==> config.mk <==
export PLATFORM = sky130hd
export DESIGN_NAME = pulse_measure
export DESIGN_NICKNAME = d
export VERILOG_FILES = /design/src/rtl/pulse_measure.sv
export SDC_FILE = /design/constraint.sdc
export NUM_CORES = 1
export LEC_CHECK = 0
export CAP_MARGIN = 20
export CELL_PAD_IN_SITES_DETAIL_PLACEMENT = 1
export CELL_PAD_IN_SITES_GLOBAL_PLACEMENT = 1
export CORE_MARGIN = 3
export CORE_UTILIZATION = 42
export DETAILED_ROUTE_END_ITERATION = 8
export PLACE_DENSITY = 0.9
export SKIP_CTS_REPAIR_TIMING = 1
export SLEW_MARGIN = 25
export SYNTH_ARGS = -nofsm -noshare
export SYNTH_HDL_FRONTEND = slang
export SYNTH_SLANG_ARGS = --single-unit
export TNS_END_PERCENT = 10
==> constraint.sdc <==
create_clock -name clk -period 6.28 [get_ports clk]
set_input_delay 1.256 -clock clk [delete_from_list [all_inputs] [get_ports clk]]
set_output_delay 1.256 -clock clk [all_outputs]
set_load 0.01 [all_outputs]
==> src/rtl/pulse_measure.sv <==
// ---------------------------------------------------------------------------
// pulse_measure
//   Measures the high width and the rise-to-rise period of a single-bit pulse
//   stream. Each measurement is checked against an expected value within an
//   absolute tolerance. The block also keeps saturating error counters, a
//   wrapping pulse counter and a sticky counter-overflow flag.
//
// Ports
//   clk, rst          clock, synchronous active-high reset
//   clr               synchronous clear, same effect as rst
//   pulse_in          monitored pulse (synchronous to clk)
//   exp_width         expected high width, 0 disables the width check
//   exp_period        expected period, 0 disables the period check
//   tol               allowed absolute deviation for both checks
//   width_out/_vld    last width, one-cycle update strobe
//   period_out/_vld   last period, one-cycle update strobe
//   width_err         width measurement out of tolerance (qualifies width_vld)
//   period_err        period measurement out of tolerance (qualifies period_vld)
//   pulse_cnt         accepted rising edges, wraps
//   width_err_cnt     saturating count of width errors
//   period_err_cnt    saturating count of period errors
//   ovf               sticky, a width or period counter saturated
// ---------------------------------------------------------------------------
module pulse_measure #(
  parameter int CNT_W = 32,
  parameter int ERR_W = 16
) (
  input  logic             clk,
  input  logic             rst,
  input  logic             clr,
  input  logic             pulse_in,
  input  logic [CNT_W-1:0] exp_width,
  input  logic [CNT_W-1:0] exp_period,
  input  logic [7:0]       tol,
  output logic [CNT_W-1:0] width_out,
  output logic             width_vld,
  output logic [CNT_W-1:0] period_out,
  output logic             period_vld,
  output logic             width_err,
  output logic             period_err,
  output logic [31:0]      pulse_cnt,
  output logic [ERR_W-1:0] width_err_cnt,
  output logic [ERR_W-1:0] period_err_cnt,
  output logic             ovf
);

  typedef enum logic [1:0] {S_ARM, S_WAIT, S_HIGH, S_LOW} state_t;

  localparam logic [CNT_W-1:0] CNT_MAX = '1;
  localparam logic [ERR_W-1:0] ERR_MAX = '1;
  localparam logic [CNT_W-1:0] CNT_ONE = CNT_W'(1);

  state_t           state_q, state_d;
  logic             p_d1_q;
  logic [CNT_W-1:0] wcnt_q, wcnt_d;
  logic [CNT_W-1:0] pcnt_q, pcnt_d;
  logic [CNT_W-1:0] width_out_q, width_out_d;
  logic [CNT_W-1:0] period_out_q, period_out_d;
  logic             width_vld_q, width_vld_d;
  logic             period_vld_q, period_vld_d;
  logic             width_err_q, width_err_d;
  logic             period_err_q, period_err_d;
  logic [31:0]      pulse_cnt_q, pulse_cnt_d;
  logic [ERR_W-1:0] width_err_cnt_q, width_err_cnt_d;
  logic [ERR_W-1:0] period_err_cnt_q, period_err_cnt_d;
  logic             ovf_q, ovf_d;

  logic             rise, fall, sync_clr;
  logic             wcnt_sat, pcnt_sat;
  logic [CNT_W-1:0] wcnt_inc, pcnt_inc;

  // rst and clr have identical effects, so rst dominating is automatic.
  assign sync_clr = rst | clr;
  assign rise     = pulse_in & ~p_d1_q;
  assign fall     = ~pulse_in & p_d1_q;

  // Saturating increments; a clamped increment is what raises ovf.
  assign wcnt_sat = (wcnt_q == CNT_MAX);
  assign pcnt_sat = (pcnt_q == CNT_MAX);
  assign wcnt_inc = wcnt_sat ? wcnt_q : wcnt_q + CNT_ONE;
  assign pcnt_inc = pcnt_sat ? pcnt_q : pcnt_q + CNT_ONE;

  // |meas - exp| > tol, difference taken as larger minus smaller.
  function automatic logic out_of_tol(input logic [CNT_W-1:0] meas,
                                      input logic [CNT_W-1:0] expv,
                                      input logic [7:0]       t);
    logic [CNT_W-1:0] diff;
    diff = (meas > expv) ? (meas - expv) : (expv - meas);
    return (expv != '0) && (diff > CNT_W'(t));
  endfunction

  // State register
  always_ff @(posedge clk) begin
    if (sync_clr) state_q <= S_ARM;
    else          state_q <= state_d;
  end

  // Next-state logic
  always_comb begin
    state_d = state_q;
    case (state_q)
      S_ARM:   if (!pulse_in) state_d = S_WAIT;
      S_WAIT:  if (rise)      state_d = S_HIGH;
      S_HIGH:  if (fall)      state_d = S_LOW;
      S_LOW:   if (rise)      state_d = S_HIGH;
      default:                state_d = S_ARM;
    endcase
  end

  // Datapath / output next-state logic
  always_comb begin
    wcnt_d           = wcnt_q;
    pcnt_d           = pcnt_q;
    width_out_d      = width_out_q;
    period_out_d     = period_out_q;
    width_vld_d      = 1'b0;
    period_vld_d     = 1'b0;
    width_err_d      = width_err_q;
    period_err_d     = period_err_q;
    pulse_cnt_d      = pulse_cnt_q;
    ovf_d            = ovf_q;

    // Error counters follow the registered strobe/flag pair.
    width_err_cnt_d  = width_err_cnt_q;
    period_err_cnt_d = period_err_cnt_q;
    if (width_vld_q && width_err_q && (width_err_cnt_q != ERR_MAX))
      width_err_cnt_d = width_err_cnt_q + ERR_W'(1);
    if (period_vld_q && period_err_q && (period_err_cnt_q != ERR_MAX))
      period_err_cnt_d = period_err_cnt_q + ERR_W'(1);

    case (state_q)
      S_WAIT: begin
        // First rise after arming: no period is available yet.
        if (rise) begin
          wcnt_d      = CNT_ONE;
          pcnt_d      = CNT_ONE;
          pulse_cnt_d = pulse_cnt_q + 32'd1;
        end
      end
      S_HIGH: begin
        // The falling sample is the first low cycle and belongs to the period.
        pcnt_d = pcnt_inc;
        if (pcnt_sat) ovf_d = 1'b1;
        if (fall) begin
          width_out_d = wcnt_q;
          width_vld_d = 1'b1;
          width_err_d = out_of_tol(wcnt_q, exp_width, tol);
        end else begin
          wcnt_d = wcnt_inc;
          if (wcnt_sat) ovf_d = 1'b1;
        end
      end
      S_LOW: begin
        if (rise) begin
          period_out_d = pcnt_q;
          period_vld_d = 1'b1;
          period_err_d = out_of_tol(pcnt_q, exp_period, tol);
          wcnt_d       = CNT_ONE;
          pcnt_d       = CNT_ONE;
          pulse_cnt_d  = pulse_cnt_q + 32'd1;
        end else begin
          pcnt_d = pcnt_inc;
          if (pcnt_sat) ovf_d = 1'b1;
        end
      end
      default: ;
    endcase
  end

  // Datapath registers
  always_ff @(posedge clk) begin
    if (sync_clr) begin
      // p_d1 starts high so a pulse already high is not seen as a rise.
      p_d1_q           <= 1'b1;
      wcnt_q           <= '0;
      pcnt_q           <= '0;
      width_out_q      <= '0;
      period_out_q     <= '0;
      width_vld_q      <= 1'b0;
      period_vld_q     <= 1'b0;
      width_err_q      <= 1'b0;
      period_err_q     <= 1'b0;
      pulse_cnt_q      <= '0;
      width_err_cnt_q  <= '0;
      period_err_cnt_q <= '0;
      ovf_q            <= 1'b0;
    end else begin
      p_d1_q           <= pulse_in;
      wcnt_q           <= wcnt_d;
      pcnt_q           <= pcnt_d;
      width_out_q      <= width_out_d;
      period_out_q     <= period_out_d;
      width_vld_q      <= width_vld_d;
      period_vld_q     <= period_vld_d;
      width_err_q      <= width_err_d;
      period_err_q     <= period_err_d;
      pulse_cnt_q      <= pulse_cnt_d;
      width_err_cnt_q  <= width_err_cnt_d;
      period_err_cnt_q <= period_err_cnt_d;
      ovf_q            <= ovf_d;
    end
  end

  assign width_out      = width_out_q;
  assign width_vld      = width_vld_q;
  assign period_out     = period_out_q;
  assign period_vld     = period_vld_q;
  assign width_err      = width_err_q;
  assign period_err     = period_err_q;
  assign pulse_cnt      = pulse_cnt_q;
  assign width_err_cnt  = width_err_cnt_q;
  assign period_err_cnt = period_err_cnt_q;
  assign ovf            = ovf_q;

endmodule

==> results.json <==
{
  "h-tree-depth": 4,
  "crit_chain": "clkdlybuf4s50_1, ha_1, inv_1, fa_1, a211oi_2, o211ai_1, a21oi_1, o2111ai_1, nand2_1, buf_4, mux2i_1, xnor2_1, ha_1, a21oi_1, o21ai_0, o22a_1, nor4_1, nand4_1, or3_1, o211ai_1, nand4_1, nor4_2, a21oi_1",
  "fin_util_pct": 52.31,
  "final.period_utilization_pct": 94.74,
  "area_growth_pct": 22.01,
  "grt_pass1_vias": 17380,
  "cts_buffers": 17,
  "ant_nets": 0,
  "fin_skew_ns": 0.01521,
  "min_path_type": "flop to flop",
  "tritoncts": "yes",
  "cp_data_arrival_time_ns": 6.31,
  "drt_wl_total_um": 61260,
  "worstMarginPinSlew_ns": 0.8503,
  "clockBufferDepth": 2,
  "worst-path-max-fanout": 8,
  "setup_violations": 0,
  "start_util_pct": 42.87,
  "instances_no_fill": 2857,
  "synth-edff-count": 0,
  "crit_top_cell": "a21oi_1",
  "ys_ff_latch": 200,
  "synth.distinct_cells": 86,
  "drcViolationCount": 0,
  "p_leak_nw": 7.289,
  "synth_area_sq_um": 15810,
  "timing.rr.start": "wcnt_q[0]$_SDFFE_PP0P_",
  "hpwl_um": 48060,
  "root_buffer": "clkbuf_16",
  "maxCapViolations": 0,
  "fin_nets": 2565,
  "clock_latency_ns": 0.47,
  "drt_iter0_markers": 818,
  "die_w_um": 200.0,
  "cp-end-kind": "flop",
  "crit_end": "period_err$_SDFFE_PP0P_",
  "min_period_ns": 5.950,
  "status": "completed",
  "cp-startpoint": "exp_period[0]",
  "r2r_cells": 23,
  "place.port_buffers": 208,
  "antenna_found_initial": 2,
  "critical-path-max-stage-delay_ns": 0.56,
  "fmax_ghz": 0.1681,
  "r2r_setup_slack_ns": 1.05,
  "firstDrtPassIters": 6,
  "track_usage_pct": 29.88,
  "yosysMostFrequentCell": "nand2_1",
  "vias_per_cell": 5.745,
  "slew_headroom_pct": 42.71,
  "rsz0062_at_grt": "false",
  "vdd_drop_max_mv": 0.1938,
  "synthesis.nets": 2346,
  "worstSetupStartpointType": "primary input",
  "hold_viol_final": 0,
  "rows": 70,
  "power_density_nw_per_um2": 154.2,
  "cp_slowest_cell": "clkdlybuf4s50_1",
  "path_class": "primary input to flop",
  "core-area_sq_um": 36870,
  "required_ns": 6.64,
  "ys_warn_count": 0,
  "synth-main-ff-cell": "dfxtp_1",
  "synth_area_leader_cell": "dfxtp_1",
  "gp_congestion": 0.9399,
  "post_drt_wl_per_cell_um": 21.44,
  "grt_max_degree": 98,
  "io_pins": 209,
  "async_flop_share_pct": 0,
  "ys_seq_area_share_pct": 25.33,
  "drive_above_1_share_pct": 6.848,
  "synth_commonest_cells": "nand2_1, a21oi_1, nor2_1",
  "cts_sinks": 200,
  "synth_area_leaders": "dfxtp_1, ha_1, a21oi_1, nand2_1, xnor2_1",
  "p_total_w": 0.002974,
  "whs_path_depth": 2,
  "placedCellCount": 2822,
  "die_area_sq_um": 40000,
  "fp.dieH_um": 200.0,
  "r2r-end": "width_err$_SDFFE_PP0P_",
  "slew_viol_final": 0,
  "hold_start": "period_out[12]$_SDFFE_PP0P_",
  "synth_cells": 2119,
  "synth_top_area_share_pct": 25.33,
  "syn_avg_cell_area_sq_um": 7.461,
  "overflow": 0,
  "vias": 16410,
  "grt_pass1_wl_um": 95310,
  "clk_pin_slew_ns": 0.08
}
## registers in the layout, summed over array words and instances (netlist names)
name	count
ovf	1
p_d1_q	1
pcnt_q	32
period_err	1
period_err_cnt	16
period_out	32
period_vld	1
pulse_cnt	32
state_q	2
wcnt_q	32
width_err	1
width_err_cnt	16
width_out	32
width_vld	1
## cell usage in the layout, fill, tap and decap left out, drive strengths merged, types with 68 or more instances in the layout
cell type,count
dfxtp,200
xnor2,114
nand3,69
ha,147
inv,166
a21oi,236
nor2,210
clkdlybuf4s50,208
buf,96
xor2,69
nand2,281
o21ai,90
nand4,68
## routing by layer
metal | global-route usage (%) | up-vias | share of wire (%)
met5 | 0 | - | 0
met4 | 11.71 | 0 | 3.6
met3 | 3.122 | 115 | 3.9
met2 | 54.22 | 416 | 51
met1 | 36.30 | 8107 | 42
li1 | - | 7776 | -
## cell type report
type | count | area (sq um)
fill | 4613 | 17580
multi-input combinational | 1656 | 10620
sequential | 200 | 4004
timing repair buffer | 304 | 2815
tap | 504 | 630.6
inverter | 159 | 596.8
clock buffer | 19 | 442.9
clock inverter | 13 | 176.4
antenna | 2 | 5.005
## power breakdown
group          leakage [nW]  internal [W]  switching [W]
clock                 0.296      0.000619       0.000589
combinational          5.38      0.000203       0.000295
sequential             1.61       0.00127    0.000000710
## how the worst min path moves through the flow
stage / slack [ns] / endpoint
after global routing: 0.48 / period_out[12]$_SDFFE_PP0P_
after global placement: 0.44 / width_out[15]$_SDFFE_PP0P_
final: 0.46 / period_out[12]$_SDFFE_PP0P_
after floorplan: 0.45 / width_out[21]$_SDFFE_PP0P_
after CTS: 0.46 / period_out[2]$_SDFFE_PP0P_
after detailed placement: 0.45 / period_out[2]$_SDFFE_PP0P_
## cells by family after synthesis
| family | share of synthesized area [%] |
|---|---|
| simple gates | 23.73 |
| compound gates | 19.99 |
| buf+inv | 7.590 |
| flops | 25.33 |
| xor+xnor | 10.14 |
| fa+ha+maj | 12.14 |
| mux | 1.084 |
## metrics by stage
| stage | setup TNS (ns) | instance area (sq um) | setup WS [ns] | hold WS, ns |
|---|---|---|---|---|
| finish | 0 | 19290 | 0.3302 | 0.4580 |
| floorplan | 0 | 15810 | 0.6722 | 0.4486 |
| detailed placement | -0.2253 | 18640 | -0.1766 | 0.4490 |
| CTS | 0 | 19260 | 0.3070 | 0.4607 |
| global placement | 0 | 18640 | 0.03336 | 0.4409 |
| global route | 0 | 19290 | 0.005088 | 0.4796 |
## worst max-delay path: cells and delay by family
family | cells | cell delay, ns
adders and majority gates | 3 | 0.89
xor gates and xnor gates | 1 | 0.15
and+or+nand+nor | 6 | 1.45
buffers and inverters | 3 | 0.80
AOI/OAI and AO/OA | 9 | 1.54
muxes | 1 | 0.23
Note: power is estimated with default switching activity, not from simulation.
